File: config.mk
export PLATFORM = sky130hd
export DESIGN_NAME = bullet_hit_scanner_flat
export DESIGN_NICKNAME = d
export VERILOG_FILES = /design/src/rtl/bullet_hit_scanner_if.sv /design/src/rtl/bullet_hit_scanner.sv /design/src/flat_wrapper.sv
export SDC_FILE = /design/constraint.sdc
export NUM_CORES = 1
export LEC_CHECK = 0
export BUFFER_PORTS_ARGS = -buffer_cell sky130_fd_sc_hd__clkbuf_2
export CAP_MARGIN = 20
export CORE_ASPECT_RATIO = 1.4
export CORE_MARGIN = 1
export CORE_UTILIZATION = 55
export CTS_BUF_LIST = sky130_fd_sc_hd__clkbuf_16
export CTS_CLUSTER_SIZE = 12
export DETAILED_ROUTE_END_ITERATION = 8
export PLACE_DENSITY = 0.78
export SLEW_MARGIN = 25
export SYNTH_ARGS = -nofsm -noshare
export SYNTH_HDL_FRONTEND = slang
export SYNTH_SLANG_ARGS = --single-unit
File: constraint.sdc
create_clock -name clk -period 5.5 [get_ports clk]
set_input_delay 0 -clock clk [delete_from_list [all_inputs] [get_ports clk]]
set_output_delay 0 -clock clk [all_outputs]
set_load 0.005 [all_outputs]
File: src/rtl/bullet_hit_scanner_if.sv
// bullet_hit_scanner_if
//   Bundles the signals between the hit scanner, the game controller and the
//   bullet table's collision/damage read port.
//   master : controller/table side (drives start, player state, table data)
//   slave  : scanner side (drives bullet_index and the scan results)
//   Signals:
//     start, player_pos[15:0], player_size[15:0], player_moving  -> scanner
//     bullet_index[2:0]                                          -> table
//     bullet_pos[15:0], bullet_size[15:0], bullet_color[2:0],
//     bullet_render                                              -> scanner
//     busy, done, hit, hit_mask[7:0], hp[7:0], dead              -> controller/HUD
interface bullet_hit_scanner_if;
  logic        start;
  logic [15:0] player_pos;
  logic [15:0] player_size;
  logic        player_moving;
  logic [2:0]  bullet_index;
  logic [15:0] bullet_pos;
  logic [15:0] bullet_size;
  logic [2:0]  bullet_color;
  logic        bullet_render;
  logic        busy;
  logic        done;
  logic        hit;
  logic [7:0]  hit_mask;
  logic [7:0]  hp;
  logic        dead;

  modport master (
    output start, player_pos, player_size, player_moving,
    output bullet_pos, bullet_size, bullet_color, bullet_render,
    input  bullet_index, busy, done, hit, hit_mask, hp, dead
  );

  modport slave (
    input  start, player_pos, player_size, player_moving,
    input  bullet_pos, bullet_size, bullet_color, bullet_render,
    output bullet_index, busy, done, hit, hit_mask, hp, dead
  );
endinterface

File: src/rtl/bullet_hit_scanner.sv
// bullet_hit_scanner
//   Once per frame (start pulse) walks the eight bullet-table slots, tests each
//   rendered bullet box against the latched heart box, accumulates damage/heal
//   by colour and applies the net result to a saturating HP register with
//   post-hit invulnerability. Fixed 10-cycle latency from start to done.
//   Ports:
//     clk    : system clock
//     reset  : synchronous, active-high
//     bus    : bullet_hit_scanner_if.slave (start/player in, table index out,
//              table data in, busy/done/hit/hit_mask/hp/dead out)
module bullet_hit_scanner #(
  parameter int MAX_HP       = 20,
  parameter int DMG_WHITE    = 1,
  parameter int DMG_BLUE     = 1,
  parameter int HEAL_GREEN   = 1,
  parameter int INVULN_SCANS = 4
) (
  input  logic                  clk,
  input  logic                  reset,
  bullet_hit_scanner_if.slave   bus
);

  localparam logic [2:0] COL_WHITE = 3'b000;
  localparam logic [2:0] COL_GREEN = 3'b001;
  localparam logic [2:0] COL_BLUE  = 3'b010;

  localparam logic [7:0]        DMG_WHITE_8  = 8'(DMG_WHITE);
  localparam logic [7:0]        DMG_BLUE_8   = 8'(DMG_BLUE);
  localparam logic [7:0]        HEAL_GREEN_8 = 8'(HEAL_GREEN);
  localparam logic [7:0]        MAX_HP_8     = 8'(MAX_HP);
  localparam logic signed [9:0] MAX_HP_S     = 10'(MAX_HP);
  localparam logic [3:0]        INVULN_4     = 4'(INVULN_SCANS);

  typedef enum logic [1:0] {IDLE, SCAN, APPLY, DONE} state_t;

  state_t      state_q, state_d;
  logic [2:0]  idx_q;
  logic [7:0]  hp_q;
  logic [3:0]  inv_q;
  logic [7:0]  hit_mask_q;
  logic        hit_q;

  // Per-scan data: cleared on accepted start, so no reset needed.
  logic [7:0]  px_q, py_q, pw_q, ph_q;
  logic        pmov_q;
  logic [7:0]  dmg_q, heal_q, mask_acc_q;

  logic [7:0]  bx, by, bw, bh;
  logic [8:0]  p_right, p_bottom, b_right, b_bottom;
  logic        overlap, slot_hit, dead_w, accept;
  logic [7:0]  eff_dmg;
  logic signed [9:0] hp_sum;

  function automatic logic [7:0] sat_hp(input logic signed [9:0] v);
    if (v < 10'sd0)
      return 8'd0;
    else if (v > MAX_HP_S)
      return MAX_HP_8;
    else
      return v[7:0];
  endfunction

  assign bx = bus.bullet_pos[15:8];
  assign by = bus.bullet_pos[7:0];
  assign bw = bus.bullet_size[15:8];
  assign bh = bus.bullet_size[7:0];

  // 9-bit edges so x+w / y+h never wrap past 255.
  assign p_right  = {1'b0, px_q} + {1'b0, pw_q};
  assign p_bottom = {1'b0, py_q} + {1'b0, ph_q};
  assign b_right  = {1'b0, bx} + {1'b0, bw};
  assign b_bottom = {1'b0, by} + {1'b0, bh};

  // Strict inequalities: boxes that merely touch do not collide.
  assign overlap  = ({1'b0, bx} < p_right) && ({1'b0, px_q} < b_right) &&
                    ({1'b0, by} < p_bottom) && ({1'b0, py_q} < b_bottom);
  assign slot_hit = bus.bullet_render && (bw != 8'd0) && (bh != 8'd0) && overlap;

  assign dead_w  = (hp_q == 8'd0);
  assign accept  = (state_q == IDLE) && bus.start && !dead_w;
  assign eff_dmg = (inv_q != 4'd0) ? 8'd0 : dmg_q;
  assign hp_sum  = $signed({2'b00, hp_q}) - $signed({2'b00, eff_dmg})
                 + $signed({2'b00, heal_q});

  always_comb begin
    state_d = state_q;
    case (state_q)
      IDLE:    if (accept) state_d = SCAN;
      SCAN:    if (idx_q == 3'd7) state_d = APPLY;
      APPLY:   state_d = DONE;
      DONE:    state_d = IDLE;
      default: state_d = IDLE;
    endcase
  end

  always_ff @(posedge clk) begin
    if (reset) begin
      state_q    <= IDLE;
      idx_q      <= 3'd0;
      hp_q       <= MAX_HP_8;
      inv_q      <= 4'd0;
      hit_mask_q <= 8'd0;
      hit_q      <= 1'b0;
    end else begin
      state_q <= state_d;
      case (state_q)
        IDLE:  idx_q <= 3'd0;
        // Incrementing past 7 wraps to 0, leaving the index parked for IDLE.
        SCAN:  idx_q <= idx_q + 3'd1;
        APPLY: begin
          hp_q       <= sat_hp(hp_sum);
          hit_mask_q <= mask_acc_q;
          hit_q      <= (eff_dmg != 8'd0);
          if (eff_dmg != 8'd0)
            inv_q <= INVULN_4;
          else if (inv_q != 4'd0)
            inv_q <= inv_q - 4'd1;
        end
        default: ;
      endcase
    end
  end

  always_ff @(posedge clk) begin
    if (accept) begin
      px_q       <= bus.player_pos[15:8];
      py_q       <= bus.player_pos[7:0];
      pw_q       <= bus.player_size[15:8];
      ph_q       <= bus.player_size[7:0];
      pmov_q     <= bus.player_moving;
      dmg_q      <= 8'd0;
      heal_q     <= 8'd0;
      mask_acc_q <= 8'd0;
    end else if ((state_q == SCAN) && slot_hit) begin
      mask_acc_q[idx_q] <= 1'b1;
      case (bus.bullet_color)
        COL_WHITE: dmg_q  <= dmg_q + DMG_WHITE_8;
        COL_BLUE:  if (pmov_q) dmg_q <= dmg_q + DMG_BLUE_8;
        COL_GREEN: heal_q <= heal_q + HEAL_GREEN_8;
        default:   ;
      endcase
    end
  end

  assign bus.bullet_index = idx_q;
  assign bus.busy         = (state_q == SCAN) || (state_q == APPLY);
  assign bus.done         = (state_q == DONE);
  assign bus.hit          = (state_q == DONE) && hit_q;
  assign bus.hit_mask     = hit_mask_q;
  assign bus.hp           = hp_q;
  assign bus.dead         = dead_w;

endmodule
File: src/flat_wrapper.sv
// flat-port wrapper written by rule: the top's interface ports become plain ports
module bullet_hit_scanner_flat 
#(
  parameter int MAX_HP       = 20,
  parameter int DMG_WHITE    = 1,
  parameter int DMG_BLUE     = 1,
  parameter int HEAL_GREEN   = 1,
  parameter int INVULN_SCANS = 4
)
  (clk, reset, bus_start, bus_player_pos, bus_player_size, bus_player_moving, bus_bullet_pos, bus_bullet_size, bus_bullet_color, bus_bullet_render, bus_bullet_index, bus_busy, bus_done, bus_hit, bus_hit_mask, bus_hp, bus_dead);
  bullet_hit_scanner_if bus_i ();
  input  logic clk;
  input  logic reset;
  input wire logic [$bits(bus_i.start)-1:0] bus_start;
  input wire logic [$bits(bus_i.player_pos)-1:0] bus_player_pos;
  input wire logic [$bits(bus_i.player_size)-1:0] bus_player_size;
  input wire logic [$bits(bus_i.player_moving)-1:0] bus_player_moving;
  input wire logic [$bits(bus_i.bullet_pos)-1:0] bus_bullet_pos;
  input wire logic [$bits(bus_i.bullet_size)-1:0] bus_bullet_size;
  input wire logic [$bits(bus_i.bullet_color)-1:0] bus_bullet_color;
  input wire logic [$bits(bus_i.bullet_render)-1:0] bus_bullet_render;
  output wire logic [$bits(bus_i.bullet_index)-1:0] bus_bullet_index;
  output wire logic [$bits(bus_i.busy)-1:0] bus_busy;
  output wire logic [$bits(bus_i.done)-1:0] bus_done;
  output wire logic [$bits(bus_i.hit)-1:0] bus_hit;
  output wire logic [$bits(bus_i.hit_mask)-1:0] bus_hit_mask;
  output wire logic [$bits(bus_i.hp)-1:0] bus_hp;
  output wire logic [$bits(bus_i.dead)-1:0] bus_dead;
  assign bus_i.start = bus_start;
  assign bus_i.player_pos = bus_player_pos;
  assign bus_i.player_size = bus_player_size;
  assign bus_i.player_moving = bus_player_moving;
  assign bus_i.bullet_pos = bus_bullet_pos;
  assign bus_i.bullet_size = bus_bullet_size;
  assign bus_i.bullet_color = bus_bullet_color;
  assign bus_i.bullet_render = bus_bullet_render;
  assign bus_bullet_index = bus_i.bullet_index;
  assign bus_busy = bus_i.busy;
  assign bus_done = bus_i.done;
  assign bus_hit = bus_i.hit;
  assign bus_hit_mask = bus_i.hit_mask;
  assign bus_hp = bus_i.hp;
  assign bus_dead = bus_i.dead;
  bullet_hit_scanner #(.MAX_HP(MAX_HP), .DMG_WHITE(DMG_WHITE), .DMG_BLUE(DMG_BLUE), .HEAL_GREEN(HEAL_GREEN), .INVULN_SCANS(INVULN_SCANS)) u_core (.clk(clk), .reset(reset), .bus(bus_i));
endmodule
# [Word level (Yosys, flattened, before mapping)]
# Index checks and enable logic that the tools add are counted.
# W data, S select, Z words.
[op_classes] n_lt_le_gt_ge=8 reduce_logical=27 eq_ne=9 n_addsub=10 mux=13 bitwise=1
[op_table] cell="$add A8 B8 Y9" n=4
[op_table] cell="$lt A8 B9 Y1" n=4
[op_table] cell="$mux W8" n=4
[op_table] cell="$reduce_bool A8 Y1" n=3
[op_table] cell="$add A8 B1 Y8 const B" n=2
[op_table] cell="$pmux W8 S2" n=1
[op_table] cell="$logic_and A1 B1 Y1" n=11
[op_table] cell="$add A10 B9 Y10" n=1
[op_table] cell="$gt A10 B6 Y1 const B" n=1
[op_table] cell="$lt A10 B1 Y1 const B" n=1
[op_table] cell="$sub A8 B8 Y9" n=1
[op_table] cell="$logic_not A8 Y1" n=1
[op_table] cell="$mux W4" n=2
[op_table] cell="$or A8 B8 Y8" n=1
[op_table] cell="$pmux W2 S4" n=1
[op_table] cell="$ne A2 B1 Y1 const B" n=3
[op_table] cell="$pmux W3 S2" n=1
[op_table] cell="$reduce_and A2 Y1" n=3
[op_table] cell="$reduce_bool A2 Y1" n=3
[op_table] cell="$eq A2 B2 Y1 const B" n=2
[op_table] cell="$lt A3 B4 Y1 const B" n=1
[op_table] cell="$mux W2" n=2
[op_table] cell="$reduce_bool A4 Y1" n=1
[op_table] cell="$sub A4 B1 Y4 const B" n=1
[op_table] cell="other kinds (13)" n=13
[word_totals] wordCells=82 regBits=83 output_inout_bits=23

# [Longest topological paths before layout]
# Gate-level depths: netlist of run 1.
[logic_depth] depth_word=8 depth_mapped=19

# [Worst setup path before layout of run 1]
# Ideal clock, no wire load.
[synth_timing] path_type="register to register" startpoint="reg u_core.inv_q[0]" endpoint="reg u_core.hp_q[0], in the netlist u_core.bus.hp[0]" path_slack_ps=1580 path_stages_with_launch=20 synth_period_minus_slack_ps=3920 arrival_ps=3859 t_required_ps=5438 path_cell_list="dfxtp_1 inv_1 ha_1 nor3b_1 clkbuf_1 and2_1 ha_1 fa_1 inv_1 a21o_1 a41o_1 nor2_1 xnor2_1 ha_1 or2_2 a21oi_1 a21oi_1 xnor2_1 nor4_1 a32o_1"
[synth_between] elab_chain_cells=7
[synth_rtl] element="start: declaration" line="bullet_hit_scanner.sv:39" rtl="logic [3:0] inv_q;"
[synth_rtl] element="start signal: assignment" line="bullet_hit_scanner.sv:117" rtl="inv_q <= inv_q - 4'd1;"
[synth_rtl] element="$reduce_bool A4 Y1 *" line="bullet_hit_scanner.sv:81" rtl="assign eff_dmg = (inv_q != 4'd0) ? 8'd0 : dmg_q;"
[synth_rtl] element="$mux W8 *" line="bullet_hit_scanner.sv:81"
[synth_rtl] element="$sub A8 B8 Y9 *" line="bullet_hit_scanner.sv:82" rtl="assign hp_sum = $signed({2'b00, hp_q}) - $signed({2'b00, eff_dmg})"
[synth_rtl] element="$add A10 B9 Y10 *" line="bullet_hit_scanner.sv:83" rtl="+ $signed({2'b00, heal_q});"
[synth_rtl] element="$gt A10 B6 Y1" line="bullet_hit_scanner.sv:57" rtl="else if (v > MAX_HP_S)"
[synth_rtl] element="$mux W8" line="bullet_hit_scanner.sv:57"
[synth_rtl] element="$mux W8 *" line="bullet_hit_scanner.sv:55" rtl="if (v < 10'sd0)"
[synth_rtl] element="end signal: assignment" line="bullet_hit_scanner.sv:111" rtl="hp_q <= sat_hp(hp_sum);"
[synth_rtl] element="end: declaration" line="bullet_hit_scanner.sv:38" rtl="logic [7:0] hp_q;"
# Every way passes the cells marked *; elsewhere a longest branch is shown, timed or not.
# A chain may end at the register's enable or synchronous reset.

# [Final worst setup path of run 1]
[layout_timing] startpoint="reg u_core.inv_q[0]" endpoint="reg u_core.hp_q[1], in the netlist u_core.bus.hp[1]"
# The elaborated chain is that of the path after synthesis.

==> results of run 1 <==
## power groups by stage
stage / Clock [uW] / Combinational [uW] / Sequential [uW]
2_1_floorplan: 0 / 803 / 784
3_3_place_gp: 0 / 1020 / 800
3_5_place_dp: 0 / 1060 / 803
4_1_cts: 596 / 1090 / 790
5_1_grt: 620 / 1220 / 802
6_report: 583 / 1100 / 792
## layout make-up
type	instances	area, sq um
repair buffers	130	823
well taps	135	169
fillers	774	3080
flip-flops and latches	83	1990
clock buffers	10	250
inverters	26	97.6
clock inverters	6	43.8
multi-input cells	474	3550
## worst register-to-register path, stage by stage (launching register included)
cell and delay [ns]:
dfxtp_1 0.35, inv_1 0.08, ha_1 0.19, nor3b_1 0.13
buf_4 0.17, and2_1 0.16, ha_1 0.21, fa_1 0.41
inv_1 0.07, a21o_1 0.12, a41o_1 0.19, nor2_1 0.05
xnor2_1 0.12, ha_1 0.29, or2_2 0.31, a21oi_1 0.16
a21oi_1 0.07, xnor2_1 0.14, nor4_1 0.63, a32o_1 0.27
## routing by layer
| metal | GRT usage (%) | share of wire, % | up-vias |
|---|---|---|---|
| li1 | - | - | 2475 |
| met1 | 27.1 | 40 | 2335 |
| met2 | 49.9 | 54 | 132 |
| met3 | 4.51 | 3.3 | 31 |
| met4 | 11.5 | 2.8 | 0 |
| met5 | 0 | 0 | - |
## state kept, by name, indices dropped and copies added (netlist names)
register,count
u_core.bus.hit_mask,8
u_core.bus.hp,8
u_core.dmg_q,8
u_core.heal_q,8
u_core.mask_acc_q,8
u_core.ph_q,8
u_core.pw_q,8
u_core.px_q,8
u_core.py_q,8
u_core.inv_q,4
u_core.bus.bullet_index,3
u_core.state_q,2
u_core.hit_q,1
u_core.pmov_q,1
## cells by family (layout without fill, tap and decap cells)
group	count (synthesis)	after routing	synth area share [%]
buf+inv	41	172	2.83
xor+xnor	35	35	5.38
fa+ha+maj	93	93	21.2
flops	83	83	35.0
simple gates	183	183	16.6
mux	12	12	2.11
compound gates	151	151	16.9
## worst paths after layout
| check | start | slack (ns) | endpoint | cells past startpoint |
|---|---|---|---|---|
| max | u_core.inv_q[0]$_SDFFE_PP0P_ | 1.32 | u_core.bus.hp[1]$_SDFFE_PP0P_ | 19 |
| min reg2reg | u_core.hit_q$_SDFFE_PP0P_ | 0.47 | u_core.hit_q$_SDFFE_PP0P_ | 2 |
| max reg2reg | u_core.inv_q[0]$_SDFFE_PP0P_ | 1.32 | u_core.bus.hp[1]$_SDFFE_PP0P_ | 19 |
| min | bus_bullet_color[1] | 0.1 | u_core.heal_q[1]$_SDFFE_PP0P_ | 4 |
## per-stage QoR
step | area, sq um | hold slack, ns | setup slack, ns | util [%]
5_1_grt | 6920 | 0.138 | 1.06 | 69.2
2_1_floorplan | 5690 | 0.0989 | 1.58 | -
3_3_place_gp | 6300 | 0.178 | 1.48 | 62.9
4_1_cts | 6920 | 0.0759 | 1.35 | 69.2
3_5_place_dp | 6300 | 0.179 | 1.38 | 62.9
6_report | 6920 | 0.0975 | 1.32 | 69.2
## cells in the final DEF (no fill, tap or decap), drive strengths merged, types with 11 or more instances in the layout
| master | instances |
|---|---|
| xnor2 | 25 |
| dfxtp | 50 |
| clkbuf | 104 |
| dlygate4sd3 | 33 |
| a21oi | 56 |
| mux2i | 12 |
| a21o | 11 |
| edfxtp | 33 |
| nor2 | 53 |
| nand2 | 35 |
| nor4 | 14 |
| o21ai | 31 |
| nand3 | 11 |
| nand2b | 13 |
| nor3 | 11 |
| inv | 30 |
| ha | 87 |
==> key figures, run 1 <==
Synth
  – Share of the synthesized area in the top cell type: 19.1%
  – Syn_nets: 763
  – Syn_area_per_cell: 9.52 sq um
  – Leading area contributor after synthesis: ha_1
  – EDFF count, synth: 33
  – Top_reg_cell synth: dfxtp_1
  – Synth cell count leaders: 87 x ha_1, 56 x a21oi_1, 53 x nor2_1, 50 x dfxtp_1, 35 x nand2_1
  – Yosys reg bits: 83
  – Mapped cell area: 0.00569 sq mm
  – Ys async rst share: 0%
  – Syn Inst Count: 598
  – Count leader, synth: ha_1
  – Register area share after synthesis: 35.0%
  – Top post-synthesis cells by area: ha_1 19%, dfxtp_1 18%, edfxtp_1 17%, a21oi_1 4.9%, xnor2_1 3.8%
  – Distinct cells, synth: 52
  – Synth warnings: 0

Timing
  – Final hold violation count: 0
  – Final setup violating endpoints: 0
  – Max Clock Freq: 239 MHz
  – RSZ-0062 raised after global routing: false
  – Slew margin rel.: 31.5%
  – Actual slew at the worst max-slew pin: 1.03 ns
  – Final min period: 4.18 ns
  – TNS Setup: 0 ns
  – Final Cycle Share: 75.9%
  – Fin. max-slew vios: 0
  – Worst clock skew: 0.00659 ns

Die
  – Core Region: 0.0100 sq mm
  – I/O pins: 95
  – Die H: 122 um
  – Die Area: 0.0108 sq mm
  – Row cnt: 43
  – Die width: 88.0 um
  – Initial Util: 56.9%

Global route
  – Number of global-route vias before repair: 4962
  – Gr usage total: 26.1%
  – Initial antenna violation count: 0
  – Largest net degree at the start of global routing: 55
  – First-pass GRT wire length: 21600 um
  – Total grt overflow: 0

Worst setup path
  – Critical Path AT: 4.45 ns
  – Worst stage delay on the critical path: 0.63 ns
  – Crit end category: flip-flop
  – Crit Path Max Fanout: 12
  – CP top delay family: simple AND/OR/NAND/NOR gates
  – Required time of the critical path: 5.77 ns
  – Crit-path cells: inv_1 > ha_1 > nor3b_1 > buf_4 > and2_1 > ha_1 > fa_1 > inv_1 > a21o_1 > a41o_1 > nor2_1 > xnor2_1 > ha_1 > or2_2 > a21oi_1 > a21oi_1 > xnor2_1 > nor4_1 > a32o_1
  – CP most frequent cell: ha_1
  – Worst setup SP type: flip-flop
  – Crit path buffers/inverters: 3
  – Slowest CP cell: nor4_1
  – CP Class: reg2reg

Detailed routing
  – Wirelength per Cell: 15.7 um
  – DR vias: 4973
  – 1st-iter DRT viols: 203
  – Antenna Nets Post-Route: 0
  – Routed WL: 13600 um
  – Vias per inst: 5.76
  – Post-route DRC violation count: 0
  – TritonRoute pass-1 iters: 4

Power and ir drop
  – Leakage power: 0.00301 uW
  – Pwr dens: 357 mW/mm^2
  – Clk pwr share: 23.6%
  – Sw Ratio: 37.7%
  – Tot Pwr: 2470 uW
  – Sequential Power Share: 32.0%
  – Pint: 1540 uW
  – Gate power share: 44.4%
  – Peak VDD IR: 0.226 mV
  – Sw Pwr: 932 uW

CTS
  – Clock sink count: 83
  – CTS resizes: 0
  – Clock-pin slew on the worst setup and hold paths: 0.06 ns
  – Worst-skew pair later-pin latency: 0.33 ns
  – H-tree Lvls: 3
  – Root buf cell: clkbuf_16
  – TritonCTS clock tree: done
  – CTS Buffer Depth: 2
  – Hold Buf Count CTS: 33
  – Total CTS buffers: 9
  – Postcts setup bufs: 0

Placement
  – DP Cell Count: 815
  – Final RePlAce weighted congestion: 0.907
  – Detailed Place HPWL: 10200 um
  – # port buffers: 94

Layout
  – Total Nets Final: 889
  – Synth-to-Final Area Change: 21.6%
  – Post-route insts no fill: 864
  – Proportion of layout cells with a drive suffix above 1: 16.5%
  – N_diodes: 0

Outcome
  – Status: complete, no violations

Flow run
  – Max-cap violations: 0

Hold path
  – Hold Crit Class: in2reg
(Power assumes the default switching activity.)
==> run 2, diff against run 1 <==
CORE_UTILIZATION = 52   (was 55)
clock period = 3.5 ns   (was 5.5 ns; I/O delays follow)
==> key figures, run 2 (synthesized netlist as in run 1, its figures left out) <==
Layout
  – Synth-to-Final Area Change: 36.8%
  – Post-route insts no fill: 928
  – N_diodes: 0
  – Most common cell after layout, fill and taps aside: clkbuf_2
  – Most frequent cells in the layout: 94 x clkbuf_2, 81 x ha_1, 53 x nor2_1, 53 x buf_4, 48 x dfxtp_1
  – Final instance area: 0.00779 sq mm
  – Total Nets Final: 950
  – Proportion of layout cells with a drive suffix above 1: 30.3%

Detailed routing
  – Routed WL: 15100 um
  – DR vias: 5342
  – Post-route DRC violation count: 0
  – Wirelength per Cell: 16.2 um
  – Antenna Nets Post-Route: 0
  – TritonRoute pass-1 iters: 4
  – Vias per inst: 5.76
  – 1st-iter DRT viols: 256

Placement
  – DP Cell Count: 856
  – # port buffers: 94
  – Final RePlAce weighted congestion: 0.920
  – Post-DP Area: 0.00666 sq mm
  – Pre-CTS WS: -0.287 ns
  – Detailed Place HPWL: 10500 um

Worst setup path
  – Critical Path AT: 4.03 ns
  – Crit end category: flip-flop
  – Crit path buffers/inverters: 0
  – Worst stage delay on the critical path: 0.57 ns
  – Register-to-Register Setup Slack: -0.27 ns
  – Required time of the critical path: 3.76 ns
  – Worst setup SP type: flip-flop
  – CP Class: reg2reg
  – Slowest CP cell: or4_4
  – Crit-path cells: ha_2 > fa_2 > a21oi_4 > o21ai_2 > nand2b_4 > ha_4 > a21o_1 > a2111oi_2 > o21ai_1 > o311a_1 > or4_4 > or4_1 > a21oi_1
  – Crit Path Max Fanout: 5
  – CP top delay family: compound AO/OA/AOI/OAI gates

CTS
  – TritonCTS clock tree: done
  – Total CTS buffers: 9
  – Clock sink count: 83
  – H-tree Lvls: 3
  – Root buf cell: clkbuf_16
  – CTS Buffer Depth: 2
  – Clock-pin slew on the worst setup and hold paths: 0.06 ns
  – Worst-skew pair later-pin latency: 0.33 ns

Global route
  – Largest net degree at the start of global routing: 25
  – Initial antenna violation count: 0
  – Gr usage total: 26.7%
  – Total grt overflow: 0
  – First-pass GRT wire length: 24700 um
  – Number of global-route vias before repair: 5536

Power and ir drop
  – Leakage power: 0.00342 uW
  – Pwr dens: 586 mW/mm^2
  – Peak VDD IR: 0.427 mV

Timing
  – Worst Hold Margin: 0.0770 ns
  – Final hold violation count: 0
  – Final setup violating endpoints: 22
  – Worst clock skew: 0.00803 ns
  – Actual slew at the worst max-slew pin: 0.759 ns
  – Max Clock Freq: 265 MHz
  – RSZ-0062 raised after global routing: true
  – Fin. max-slew vios: 0
  – Slew margin rel.: 49.4%
  – Final min period: 3.77 ns
  – TNS Setup: -2.25 ns
  – Setup WS post-layout: -0.273 ns
  – Final Cycle Share: 108%

Die
  – Die width: 90.4 um
  – Initial Util: 54.2%
  – Die Area: 0.0114 sq mm
  – Core Region: 0.0105 sq mm
  – I/O pins: 95
  – Row cnt: 44
  – Die H: 126 um

Flow run
  – Max-cap violations: 0

Outcome
  – Failing checks: setup timing
  – Status: complete, but fails checks

Hold path
  – Hold Crit Class: in2reg
-- run 2: metal layers --
metal	vias up	global-route usage [%]	share of wire [%]
met3	41	3.26	2.8
met4	0	11.3	2.8
met2	141	52.4	55
met5	-	0	0
li1	2605	-	-
met1	2555	28.2	39
-- run 2: area by class of cell --
class / count / area (sq um)
tap: 138 / 173
multi-input combinational: 476 / 3910
clock inverter: 6 / 61.3
inverter: 26 / 97.6
timing repair buffer: 189 / 1300
sequential: 83 / 1990
clock buffer: 10 / 250
fill: 740 / 2730
-- run 2: report_power, final --
group / leakage (uW) / switching, uW / total [uW] / internal (uW)
Combinational: 0.00254 / 1220 / 2350 / 1130
Clock: 0.000160 / 382 / 977 / 596
Sequential: 0.000720 / 86.4 / 1240 / 1150
Total: 0.00342 / 1690 / 4560 / 2880
-- run 2: per-stage QoR --
stage | power (uW) | utilization (%)
6_report | 4560 | 74.1
5_1_grt | 4840 | 74.1
4_1_cts | 4410 | 72.4
3_5_place_dp | 3170 | 63.3
3_3_place_gp | 3090 | 63.3
2_1_floorplan | 2560 | -
-- run 2: what timing repair did --
| action | CTS | global route |
|---|---|---|
| setup buffers | 16 | 7 |
| hold buffers | 33 | 0 |
| setup endpoints to repair | 29 | 29 |
| gates resized for setup | 39 | 35 |
| cloned | 4 | 0 |
| hold endpoints to repair | 33 | 0 |
| pin swaps | 44 | 56 |
-- run 2: worst reg2reg max path, stage by stage (launching register included) --
cell	delay, ns
edfxtp_1	0.39
ha_2	0.21
fa_2	0.37
a21oi_4	0.18
o21ai_2	0.08
nand2b_4	0.15
ha_4	0.21
a21o_1	0.16
a2111oi_2	0.34
o21ai_1	0.13
o311a_1	0.21
or4_4	0.57
or4_1	0.54
a21oi_1	0.16
-- run 2: worst paths after layout --
kind,startpoint,end,cells past startpoint
max,u_core.py_q[0]$_DFFE_PP_,u_core.heal_q[4]$_SDFFE_PP0P_,13
min,bus_bullet_color[1],u_core.heal_q[1]$_SDFFE_PP0P_,4
max reg2reg,u_core.py_q[0]$_DFFE_PP_,u_core.heal_q[4]$_SDFFE_PP0P_,13
min reg2reg,u_core.hit_q$_SDFFE_PP0P_,u_core.hit_q$_SDFFE_PP0P_,2
==> run 3, diff against run 2 <==
ABC_AREA = 1   (was unset)
PLACE_DENSITY = 0.77   (was 0.78)
TNS_END_PERCENT = 10   (was unset)
==> key figures, run 3 <==
Outcome
  – Status: complete, no violations

Die
  – I/O pins: 95
  – Die Area: 0.0119 sq mm
  – Initial Util: 53.0%
  – Die width: 92.6 um
  – Row cnt: 46
  – Die H: 129 um
  – Core Region: 0.0113 sq mm

CTS
  – Root buf cell: clkbuf_16
  – H-tree Lvls: 3
  – Worst-skew pair later-pin latency: 0.34 ns
  – Total CTS buffers: 9
  – Clock-pin slew on the worst setup and hold paths: 0.07 ns
  – Clock sink count: 83
  – TritonCTS clock tree: done
  – CTS Buffer Depth: 2

Synth
  – Syn_nets: 892
  – Syn Inst Count: 727
  – Yosys reg bits: 83
  – Mapped cell area: 0.00598 sq mm
  – Syn_area_per_cell: 8.22 sq um
  – Leading area contributor after synthesis: ha_1
  – Share of the synthesized area in the top cell type: 18.2%
  – Synth warnings: 0
  – Register area share after synthesis: 33.3%
  – EDFF count, synth: 33
  – Top_reg_cell synth: dfxtp_1
  – Top post-synthesis cells by area: ha_1 18%, dfxtp_1 17%, edfxtp_1 17%, nand2_1 8.5%, a21oi_1 6.4%
  – Count leader, synth: nand2_1
  – Synth cell count leaders: 136 x nand2_1, 94 x inv_1, 87 x ha_1, 77 x a21oi_1, 50 x dfxtp_1
  – Distinct cells, synth: 37
  – Ys async rst share: 0%

Worst setup path
  – Register-to-Register Setup Slack: 0.13 ns
  – Required time of the critical path: 3.79 ns
  – Crit end category: flip-flop
  – Worst R2R Start: u_core.inv_q[1]$_SDFFE_PP0P_
  – FF-to-FF path depth: 20
  – Critical Path AT: 3.66 ns
  – CP Launch Point: u_core.inv_q[1]$_SDFFE_PP0P_
  – Worst setup path end: u_core.bus.hp[0]$_SDFFE_PP0P_
  – CP Class: reg2reg
  – Crit Path Max Fanout: 4
  – FF-to-FF End: u_core.bus.hp[0]$_SDFFE_PP0P_
  – Worst setup SP type: flip-flop

Global route
  – Gr usage total: 21.8%
  – M3 GR Usage: 2.96%
  – First-pass GRT wire length: 21000 um
  – Met1 Use GR: 26.5%
  – GRT busiest layer: met2
  – Number of global-route vias before repair: 4844
  – Met2 usage in global routing: 39.9%
  – Largest net degree at the start of global routing: 55
  – Initial antenna violation count: 0
  – Total grt overflow: 0

Layout
  – Post-route insts no fill: 1015
  – Proportion of layout cells with a drive suffix above 1: 19.4%
  – Most common cell after layout, fill and taps aside: nand2_1
  – N_diodes: 0
  – Final instance area: 0.00738 sq mm
  – Synth-to-Final Area Change: 23.5%
  – Most frequent cells in the layout: 135 x nand2_1, 94 x clkbuf_2, 93 x inv_1, 85 x ha_1, 75 x a21oi_1
  – Total Nets Final: 1031

Timing
  – Final hold violation count: 0
  – Fin. max-slew vios: 0
  – TNS Setup: 0 ns
  – Final min period: 3.37 ns
  – Actual slew at the worst max-slew pin: 0.878 ns
  – Slew margin rel.: 41.4%
  – Final Cycle Share: 96.2%
  – Worst Hold Margin: 0.0463 ns
  – Max Clock Freq: 297 MHz
  – RSZ-0062 raised after global routing: true
  – Setup WS post-layout: 0.132 ns
  – Worst clock skew: 0.00984 ns
  – Final setup violating endpoints: 0

Placement
  – Post-DP Area: 0.00665 sq mm
  – DP Cell Count: 965
  – Final RePlAce weighted congestion: 0.883
  – # port buffers: 94
  – Detailed Place HPWL: 9700 um
  – Pre-CTS WS: -0.0389 ns

Detailed routing
  – TritonRoute pass-1 iters: 4
  – Post-route DRC violation count: 0
  – DR vias: 5217
  – Routed WL: 13000 um
  – Vias per inst: 5.14
  – Antenna Nets Post-Route: 0
  – 1st-iter DRT viols: 339
  – Wirelength per Cell: 12.8 um

Power and ir drop
  – Leakage power: 0.00348 uW
  – Pwr dens: 568 mW/mm^2
  – Peak VDD IR: 0.436 mV

Flow run
  – Max-cap violations: 0

Hold path
  – Hold Crit Class: in2reg
==> run 3: cell count changes in the layout (fill, tap and decap cells not counted), moves of 12 or more <==
cell      change
a21oi_1      +32
buf_4        -43
inv_1        +71
mux2i_1      -12
nand2_1     +101
nand2_2      +12
nand2b_1     -12
nand3_1      +15
nand4_1      +20
nor2_1       -19
xor2_1       +17
==> run 3: worst max-delay path: stages (launching register included) <==
cell	delay, ns
dfxtp_2	0.33
inv_1	0.07
ha_2	0.19
nand3_4	0.11
nor2_1	0.16
ha_1	0.25
fa_2	0.25
nor2_2	0.05
nor2_2	0.16
inv_1	0.07
a31oi_2	0.14
xnor2_1	0.10
ha_1	0.34
inv_1	0.11
nor3_2	0.21
nand2_1	0.09
o311ai_2	0.09
xor2_1	0.27
buf_4	0.17
nand4_1	0.08
nand2_1	0.07
==> run 3: final cells by class <==
cell class	instances	area, sq um
Multi-Input combinational cell	539	3660
Inverter	96	363
Clock inverter	7	83.8
Fill cell	952	3900
Clock buffer	9	225
Tap cell	144	180
Timing Repair Buffer	137	876
Sequential cell	83	1990
==> run 3: metrics by stage <==
stage               power (uW)  utilization [%]
floorplan                 2690                -
global placement          3120             59.0
detailed placement        3140             59.0
CTS                       4160             64.7
global route              4540             65.5
finish                    4200             65.5
==> run 3: logic make-up (layout without fill, tap and decap cells) <==
kind of cell	count (synthesis)	in the layout	share of synthesized area, %
simple gates	269	269	20.4
compound gates	129	129	12.1
buf+inv	105	249	6.91
fa+ha+maj	93	93	20.2
flops	83	83	33.3
xor+xnor	48	48	7.03
==> run 3: repair_timing <==
item,4_1_cts,5_1_grt
setup buffers,0,1
endpoints found under the setup margin,5,9
resized for setup,3,21
endpoints found under the hold margin,33,0
pin swaps,0,3
hold buffers,33,0
==> run 3: per-layer routing <==
layer	vias up	routed length (um)
met5	-	0
met4	0	189
met3	17	429
met2	99	6600
met1	2355	5750
li1	2746	-
==> run 3: worst min path at each step <==
stage                                               to          startpoint  cells past startpoint
3_5_place_dp                  u_core.px_q[5]$_DFFE_PP_  bus_player_pos[13]                      1
3_3_place_gp                  u_core.py_q[7]$_DFFE_PP_   bus_player_pos[7]                      1
5_1_grt        u_core.bus.bullet_index[1]$_SDFFE_PP0P_               reset                      2
2_1_floorplan                 u_core.ph_q[0]$_DFFE_PP_  bus_player_size[0]                      0
4_1_cts        u_core.bus.bullet_index[1]$_SDFFE_PP0P_               reset                      2
6_report       u_core.bus.bullet_index[2]$_SDFFE_PP0P_               reset                      2
==> run 3: report_power, final <==
group,total [uW],switching (uW),internal [uW]
clock,980,415,566
combinational,1930,1150,779
sequential,1290,95.5,1190
